<file path="config.mk">
export PLATFORM = sky130hd
export DESIGN_NAME = arf_sb
export DESIGN_NICKNAME = d
export VERILOG_FILES = /design/src/rtl/arf_pkg.sv /design/src/rtl/arf_busy_table.sv /design/src/rtl/arf_sb.sv
export SDC_FILE = /design/constraint.sdc
export NUM_CORES = 2
export LEC_CHECK = 0
export BUFFER_PORTS_ARGS = -buffer_cell sky130_fd_sc_hd__buf_2
export CORE_UTILIZATION = 28
export DETAILED_ROUTE_END_ITERATION = 10
export MAX_ROUTING_LAYER = met4
export PLACE_DENSITY = 0.44
export REMOVE_ABC_BUFFERS = 1
export SLEW_MARGIN = 25
export SYNTH_ARGS = -nofsm -noshare
export SYNTH_HDL_FRONTEND = slang
export SYNTH_SLANG_ARGS = --single-unit
export TNS_END_PERCENT = 30
</file>
<file path="constraint.sdc">
create_clock -name clk -period 12.05 [get_ports clk]
set_input_delay 2.41 -clock clk [delete_from_list [all_inputs] [get_ports clk]]
set_output_delay 2.41 -clock clk [all_outputs]
set_load 0.005 [all_outputs]
</file>
<file path="src/rtl/arf_pkg.sv">
// Shared types and port-priority helper for the architectural register file.
// Port matches are resolved highest-index-wins by last_hit().
package arf_pkg;

  localparam int AW     = 5;
  localparam int DW     = 32;
  localparam int NREAD  = 4;
  localparam int NWRITE = 2;
  localparam int NSET   = 2;

  // Upper bound on write ports that last_hit() can arbitrate.
  localparam int MAXP = 16;
  localparam int PIW  = 4;

  typedef logic [AW-1:0] reg_addr_t;
  typedef logic [DW-1:0] reg_data_t;

  typedef struct packed {
    logic           hit;
    logic [PIW-1:0] idx;
  } hit_t;

  function automatic hit_t last_hit(input logic [MAXP-1:0] match);
    hit_t r;
    r.hit = 1'b0;
    r.idx = '0;
    for (int p = 0; p < MAXP; p++) begin
      if (match[p]) begin
        r.hit = 1'b1;
        r.idx = PIW'(p);
      end
    end
    return r;
  endfunction

endpackage

</file>
<file path="src/rtl/arf_busy_table.sv">
// Busy scoreboard: flush beats set, set beats writeback clear, else hold.
// Also exports the next-state vector so reads can see same-cycle updates.
module arf_busy_table #(
  parameter int NWRITE = arf_pkg::NWRITE,
  parameter int NSET   = arf_pkg::NSET,
  parameter int AW     = arf_pkg::AW
) (
  input  logic                 clk,
  input  logic                 resetn,
  input  logic                 i_flush,
  input  logic [NWRITE-1:0]    i_wen,
  input  logic [NWRITE*AW-1:0] i_waddr,
  input  logic [NSET-1:0]      i_sen,
  input  logic [NSET*AW-1:0]   i_saddr,
  output logic [2**AW-1:0]     o_busy_vec,
  output logic [2**AW-1:0]     o_busy_nxt
);

  localparam int NREG = 2**AW;

  logic [NREG-1:0] r_busy;
  logic [NREG-1:0] w_set;
  logic [NREG-1:0] w_clr;
  logic [NREG-1:0] w_nxt;

  always_comb begin
    w_set = '0;
    w_clr = '0;
    for (int j = 0; j < NWRITE; j++) begin
      if (i_wen[j]) w_clr[i_waddr[j*AW +: AW]] = 1'b1;
    end
    for (int s = 0; s < NSET; s++) begin
      if (i_sen[s]) w_set[i_saddr[s*AW +: AW]] = 1'b1;
    end
    // Register 0 is hardwired: never becomes busy.
    w_set[0] = 1'b0;
    w_clr[0] = 1'b0;
    w_nxt = i_flush ? '0 : (w_set | (r_busy & ~w_clr));
  end

  always_ff @(posedge clk) begin
    if (!resetn) r_busy <= '0;
    else         r_busy <= w_nxt;
  end

  assign o_busy_vec = r_busy;
  assign o_busy_nxt = w_nxt;

endmodule

</file>
<file path="src/rtl/arf_sb.sv">
// Parametrised architectural register file with integrated busy scoreboard
// and optional same-cycle write-to-read bypass.
module arf_sb #(
  parameter int NREAD  = arf_pkg::NREAD,
  parameter int NWRITE = arf_pkg::NWRITE,
  parameter int NSET   = arf_pkg::NSET,
  parameter int AW     = arf_pkg::AW,
  parameter int DW     = arf_pkg::DW,
  parameter int BYPASS = 1
) (
  input  logic                 clk,
  input  logic                 resetn,
  input  logic [NREAD*AW-1:0]  raddr,
  output logic [NREAD*DW-1:0]  rdata,
  output logic [NREAD-1:0]     rbusy,
  input  logic [NWRITE-1:0]    wen,
  input  logic [NWRITE*AW-1:0] waddr,
  input  logic [NWRITE*DW-1:0] wdata,
  input  logic [NSET-1:0]      sen,
  input  logic [NSET*AW-1:0]   saddr,
  input  logic                 flush,
  output logic [2**AW-1:0]     busy_vec
);

  import arf_pkg::*;

  localparam int NREG = 2**AW;

  logic [DW-1:0]   r_mem [NREG];
  logic            w_whit [NREG];
  logic [PIW-1:0]  w_widx [NREG];
  logic [NREG-1:0] w_busy_nxt;

  arf_busy_table #(
    .NWRITE (NWRITE),
    .NSET   (NSET),
    .AW     (AW)
  ) u_busy (
    .clk        (clk),
    .resetn     (resetn),
    .i_flush    (flush),
    .i_wen      (wen),
    .i_waddr    (waddr),
    .i_sen      (sen),
    .i_saddr    (saddr),
    .o_busy_vec (busy_vec),
    .o_busy_nxt (w_busy_nxt)
  );

  // Per-register write select; register 0 is never a candidate.
  always_comb begin
    logic [MAXP-1:0] m;
    hit_t            h;
    m = '0;
    h = '0;
    for (int i = 0; i < NREG; i++) begin
      w_whit[i] = 1'b0;
      w_widx[i] = '0;
    end
    for (int i = 1; i < NREG; i++) begin
      m = '0;
      for (int j = 0; j < NWRITE; j++) begin
        m[j] = wen[j] && (waddr[j*AW +: AW] == AW'(i));
      end
      h = last_hit(m);
      w_whit[i] = h.hit;
      w_widx[i] = h.idx;
    end
  end

  always_ff @(posedge clk) begin
    if (!resetn) begin
      for (int i = 0; i < NREG; i++) r_mem[i] <= '0;
    end else begin
      for (int i = 1; i < NREG; i++) begin
        if (w_whit[i]) r_mem[i] <= wdata[int'(w_widx[i])*DW +: DW];
      end
    end
  end

  always_comb begin
    logic [AW-1:0]   a;
    logic [MAXP-1:0] m;
    hit_t            h;
    a = '0;
    m = '0;
    h = '0;
    rdata = '0;
    rbusy = '0;
    for (int k = 0; k < NREAD; k++) begin
      a = raddr[k*AW +: AW];
      m = '0;
      for (int j = 0; j < NWRITE; j++) begin
        m[j] = wen[j] && (waddr[j*AW +: AW] == a);
      end
      h = last_hit(m);
      if ((BYPASS != 0) && (a != '0) && h.hit)
        rdata[k*DW +: DW] = wdata[int'(h.idx)*DW +: DW];
      else
        rdata[k*DW +: DW] = r_mem[a];
      rbusy[k] = (BYPASS != 0) ? w_busy_nxt[a] : busy_vec[a];
    end
  end

endmodule

</file>
---- Yosys cells after proc, flatten, opt, wreduce, memory -nomap -nowiden ----
Memory sizes are Yosys's and may differ from the RTL's.
Cells that the tools add are included.
word-level totals
  memory bits (writable) .................. 1024
  flip-flop bits (word level) ............. 32
  memories kept ........................... 1
  output and inout bits ................... 164
  word-level logic and storage cells ...... 457
memory list
  memory  words  bits a word  rd ports  clocked after Yosys merged registers in  wr ports  line          text
  r_mem   32     32           4         0                                        32        arf_sb.sv:29  logic [DW-1:0] r_mem [NREG];
cells by class
  shifts and indexed selects .............. 35
  bitwise logic cells ..................... 36
  multiplexer cells ....................... 220
  reductions and logical operators ........ 82
  $lt $le $gt $ge ......................... 12
  equality and inequality tests ........... 70
operators by type and width
  cell                                                                                 number
  64-bit by 10-bit variable part select with 32-bit output                             35
  32-bit 2-to-1 mux                                                                    40
  5-bit 2-to-1 mux                                                                     70
  5-bit == test, second input constant                                                 32
  1-bit 2-to-1 mux                                                                     102
  32-bit OR                                                                            3
  5-bit by 4-bit == test with 1-bit output, second input constant                      16
  1-bit logical AND                                                                    78
  5-bit by 6-bit < comparator with 1-bit output, second input constant                 8
  5-bit by 3-bit == test with 1-bit output, second input constant                      8
  5-bit == test                                                                        8
  32-bit AND                                                                           1
  32-bit NOT                                                                           1
  1-bit OR                                                                             31
  1-bit binary-select mux with 5-bit select                                            4
  1-bit demux with 5-bit select                                                        4
  5-bit by 2-bit == test with 1-bit output, second input constant                      4
  5-bit by 1-bit greater-or-equal comparator with 1-bit output, second input constant  4
  5-bit nonzero test                                                                   4
  5-bit by 1-bit == test with 1-bit output, second input constant                      2

---- Logic depth before layout (Yosys ltp) ----
  depth after elaboration ................. 13
  gate-level depth with buffers ........... 11
  gate-level depth less buffers ........... 7

---- Modules after synthesis ----
Synthesis repeated with hierarchy kept, for this count alone.
second synthesis, totals
  cells, all modules ...................... 8127
  area, all modules ....................... 83268.6 um^2
modules (own cells, without submodules)
  module          cells an instance  area each (um^2)  sequential area each (um^2)  instances
  arf_sb          7899               81257.9           29788.6                      1
  arf_busy_table  228                2010.7            640.6                        1

---- Least setup slack after synthesis ----
OpenSTA, ideal clock, no wires.
  path kind ............................... input to output
  start ................................... input port raddr[10]
  end ..................................... output port rdata[95]
  path buffers ............................ 4
  cell stages on the path ................. 8
  data arrival time ....................... 4.728 ns
  setup slack ............................. 4.912 ns
  data required time ...................... 9.640 ns
  cell sequence ........................... clkbuf_1 -> buf_2 -> buf_1 -> buf_2 -> mux4_2 -> mux4_2 -> o211ai_1 -> o21ai_0
on the way
  word-level cells in the longest chain between the ends .. 6
  elaborated cells on any way between the ends .. 11
  those cells by class .................... 2 x eq/ne; 1 x shift; 3 x mux; 4 x reduce/logical; 1 x memory
ends and longest elaborated chain
  element                                                                                           line          text
  start: declaration                                                                                arf_sb.sv:13  input logic [NREAD*AW-1:0] raddr,
  branches (longest 5 deep; another with 64-bit by 10-bit variable part select with 32-bit output)  n/a
  32-bit 2-to-1 mux (*)                                                                             arf_sb.sv:97  if ((BYPASS != 0) && (a != '0) && h.hit)
  end: declaration                                                                                  arf_sb.sv:14  output logic [NREAD*DW-1:0] rdata,
Mark *: on every way between the ends.

---- Final worst setup path ----
  start ................................... input port raddr[17]
  end ..................................... output port rdata[109]
The elaborated chain is that of the path after synthesis.

==> flow_summary.ini <==
[yosys]
synth_cells = 7566
async_flop_share_pct = 0
synth_top_cell_by_area = edfxtp_1
synth_common_cells = nand2_1, mux4_2, a21oi_1
synth-edff-count = 992
synth_ff_type = edfxtp_1
ys_ff_latch = 1024
yosysUniqueCellTypes = 73
yosysWarnings = 0
seq_area_frac_synth_pct = 36.9
synth_area_leaders = edfxtp_1, mux4_2, nand2_1
avgSynthCellArea_um2 = 10.9
synth_area_um2 = 82500
synth_most_common_cell = nand2_1
yosysTopAreaCellShare_pct = 36.1

[worst_setup_path]
cpMostUsedCell = buf_4
slowest_delay_ps = 810
arrival_ps = 6670
critPathKind = in2out
end_kind = primary output
reg2reg_depth = 3
rrSetupSlack_ps = 10580
cpMaxStageDelayCell = buf_4
critPathMaxFanout = 35
crit_path_start_kind = primary input
cp_top_family = buffers and inverters
worstReg2RegEnd = u_busy.o_busy_vec[30]
crit_buf_inv = 5
critical_path_required_ps = 9640
r2r_start = u_busy.o_busy_vec[30]
crit_chain = buf_6 -> buf_4 -> buf_4 -> buf_4 -> mux4_2 -> o211ai_1 -> o21ai_1 -> buf_2

[die]
fp.coreArea_um2 = 292000
die_width_um = 545
io_pins = 275
fp.dieH_um = 545
dieArea_um2 = 297000
start_util_pct = 28.3
rows = 198

[clocking]
cts_tree = yes
ctsResizeCount = 0
clk_pin_slew_ps = 60
clock-root-buffer = clkbuf_16
cts_buffer_depth = 4
cts-htree-levels = 4
cts_buffers = 138
post_cts_buffers = 0
clkSinkCount = 1024
insertion_delay_ps = 800
cts.hold.buffers_added = 0

[worst_hold_path]
min_delay_worst_endpoint = u_busy.o_busy_vec[27]
hold_path.class = reg2reg
min_path_cells = 2
holdCritStartpoint = u_busy.o_busy_vec[27]

[drt]
drt-initial-drc-count = 14900
viasPerCell = 6.77
vias = 76600
drc = 0
ant_nets = 0
dr.pass1.iters = 7
wl_um = 484000
wl_per_cell_um = 42.8

[power_and_ir_drop]
pwr-share-comb_pct = 24.6
intPower_w = 0.00768
p_sw_w = 0.00367
sw_frac_of_total_pct = 32.3
clockPowerShare_pct = 36.1
vdd_drop_max_v = 0.0000840
power.static_leakage_nw = 30.8
power_density_nw_per_um2 = 123
seqPwrFrac_pct = 39.2

[final_layout]
drive_gt1_share_pct = 28.9
syn2layout_area_growth_pct = 12.0
fillCellCount = 29300
design_area_um2 = 92400
fin_nets = 7377
instances_no_fill = 11300

[sta]
rsz0062_at_grt = false
fin_crit_ps = 9080
fin_ws_ps = 2970
slew_headroom_pct = 15.8
fmax_ghz = 0.110
hold_ws_ps = 561
setup_tns_ps = 0
finalSetupViolCount = 0
maxSlewViolCount = 0
finClkSkew_ps = 0
post-route-period-util_pct = 75.3
hold_viol_final = 0
worst_pin_slew_ps = 1260

[place]
dp_hpwl_um = 279000
dp_slack_ps = 3150
dpl_cell_area_um2 = 88000
place_inst = 11000
numPortBuffers = 274
place_congestion = 0.947

[global_route]
grt_overflow = 0
grt_first_pass_wirelength_um = 641000
grt_start_max_net_pins = 147
grt_pass1_vias = 71200
antenna_found_initial = 49
track_usage_pct = 32.8

[run]
cap_violations = 0

[status]
status = complete, no violations
[final cells by class]
type	count	area, um2	area share, %
Inverter	13	78.8	0.0853
Tap cell	3900	4880	5.28
Clock inverter	46	398	0.431
Clock buffer	179	3740	4.05
Sequential cell	1024	30400	32.9
Timing Repair Buffer	558	3920	4.25
Multi-Input combinational cell	5531	48800	52.8
Antenna cell	62	155	0.168
[logic make-up (layout without fill, tap and decap cells)]
family / after synthesis / in the layout / share of synthesized area (%)
simple gates: 2441 / 2441 / 12.0
compound gates: 1621 / 1621 / 11.3
mux: 1429 / 1429 / 34.6
flops: 1024 / 1024 / 36.9
buf+inv: 1011 / 796 / 4.77
xor+xnor: 40 / 40 / 0.425
other cells: 0 / 62 / 0
[per-stage QoR]
stage / util, % / power, W
6_report: 31.6 / 0.0113
5_1_grt: 31.6 / 0.0115
4_1_cts: 31.5 / 0.0112
3_5_place_dp: 30.1 / 0.00721
3_3_place_gp: 30.1 / 0.00717
2_1_floorplan: - / 0.00582
[routing by layer]
layer,track usage [%],share of wire (%)
met5,-,0
met1,42.2,37
met4,18.4,6.6
met2,43.7,41
met3,12.5,16
[flip-flops by register name, indices dropped and copies added, names as in the netlist]
signal and flops:
r_mem 992, u_busy.o_busy_vec 32
[power groups by stage]
stage / logic (W) / clock network [W] / registers, W
after global placement: 0.00268 / 0 / 0.00449
after CTS: 0.00271 / 0.00410 / 0.00444
after detailed placement: 0.00270 / 0 / 0.00451
after floorplan: 0.00140 / 0 / 0.00442
final: 0.00280 / 0.00410 / 0.00445
after global routing: 0.00285 / 0.00422 / 0.00448
[worst min-delay path: stages (launching register included)]
cell and delay (ps):
dfxtp_1 330, o221ai_1 100, a21oi_1 80
[how the worst max path moves through the flow]
| stage | slack [ps] | start | depth (start not counted) | endpoint |
|---|---|---|---|---|
| 3_3_place_gp | 2400 | raddr[18] | 10 | rdata[112] |
| 5_1_grt | 3150 | waddr[8] | 11 | rdata[78] |
| 3_5_place_dp | 3150 | raddr[17] | 8 | rdata[109] |
| 2_1_floorplan | 1550 | resetn | 2 | r_mem[3][0] |
| 6_report | 2970 | raddr[17] | 8 | rdata[109] |
| 4_1_cts | 3130 | raddr[17] | 8 | rdata[109] |
[cell usage in the layout (no fill, tap or decap), drive strengths merged, types with 8 or more instances in the layout]
cell / netlist / final
a21oi: 1017 / 1017
nor3: 10 / 10
and2: 19 / 19
and3: 8 / 8
a31oi: 10 / 10
a22oi: 36 / 36
o221ai: 16 / 16
a22o: 68 / 68
and4b: 10 / 10
nor4: 10 / 10
nand2: 2126 / 2126
nand3: 9 / 9
xor2: 32 / 32
o211ai: 173 / 173
dfxtp: 32 / 32
o22ai: 10 / 10
inv: 11 / 13
edfxtp: 992 / 992
a222oi: 9 / 9
diode: 0 / 62
xnor2: 8 / 8
o21ai: 204 / 204
nor2: 77 / 77
buf: 310 / 557
mux2i: 170 / 170
clkbuf: 688 / 180
mux4: 1126 / 1126
clkinv: 2 / 38
mux2: 133 / 133
a221o: 32 / 32
nand2b: 109 / 109
nor2b: 15 / 15
or3: 8 / 8
Power figures use the tool's default switching activity.
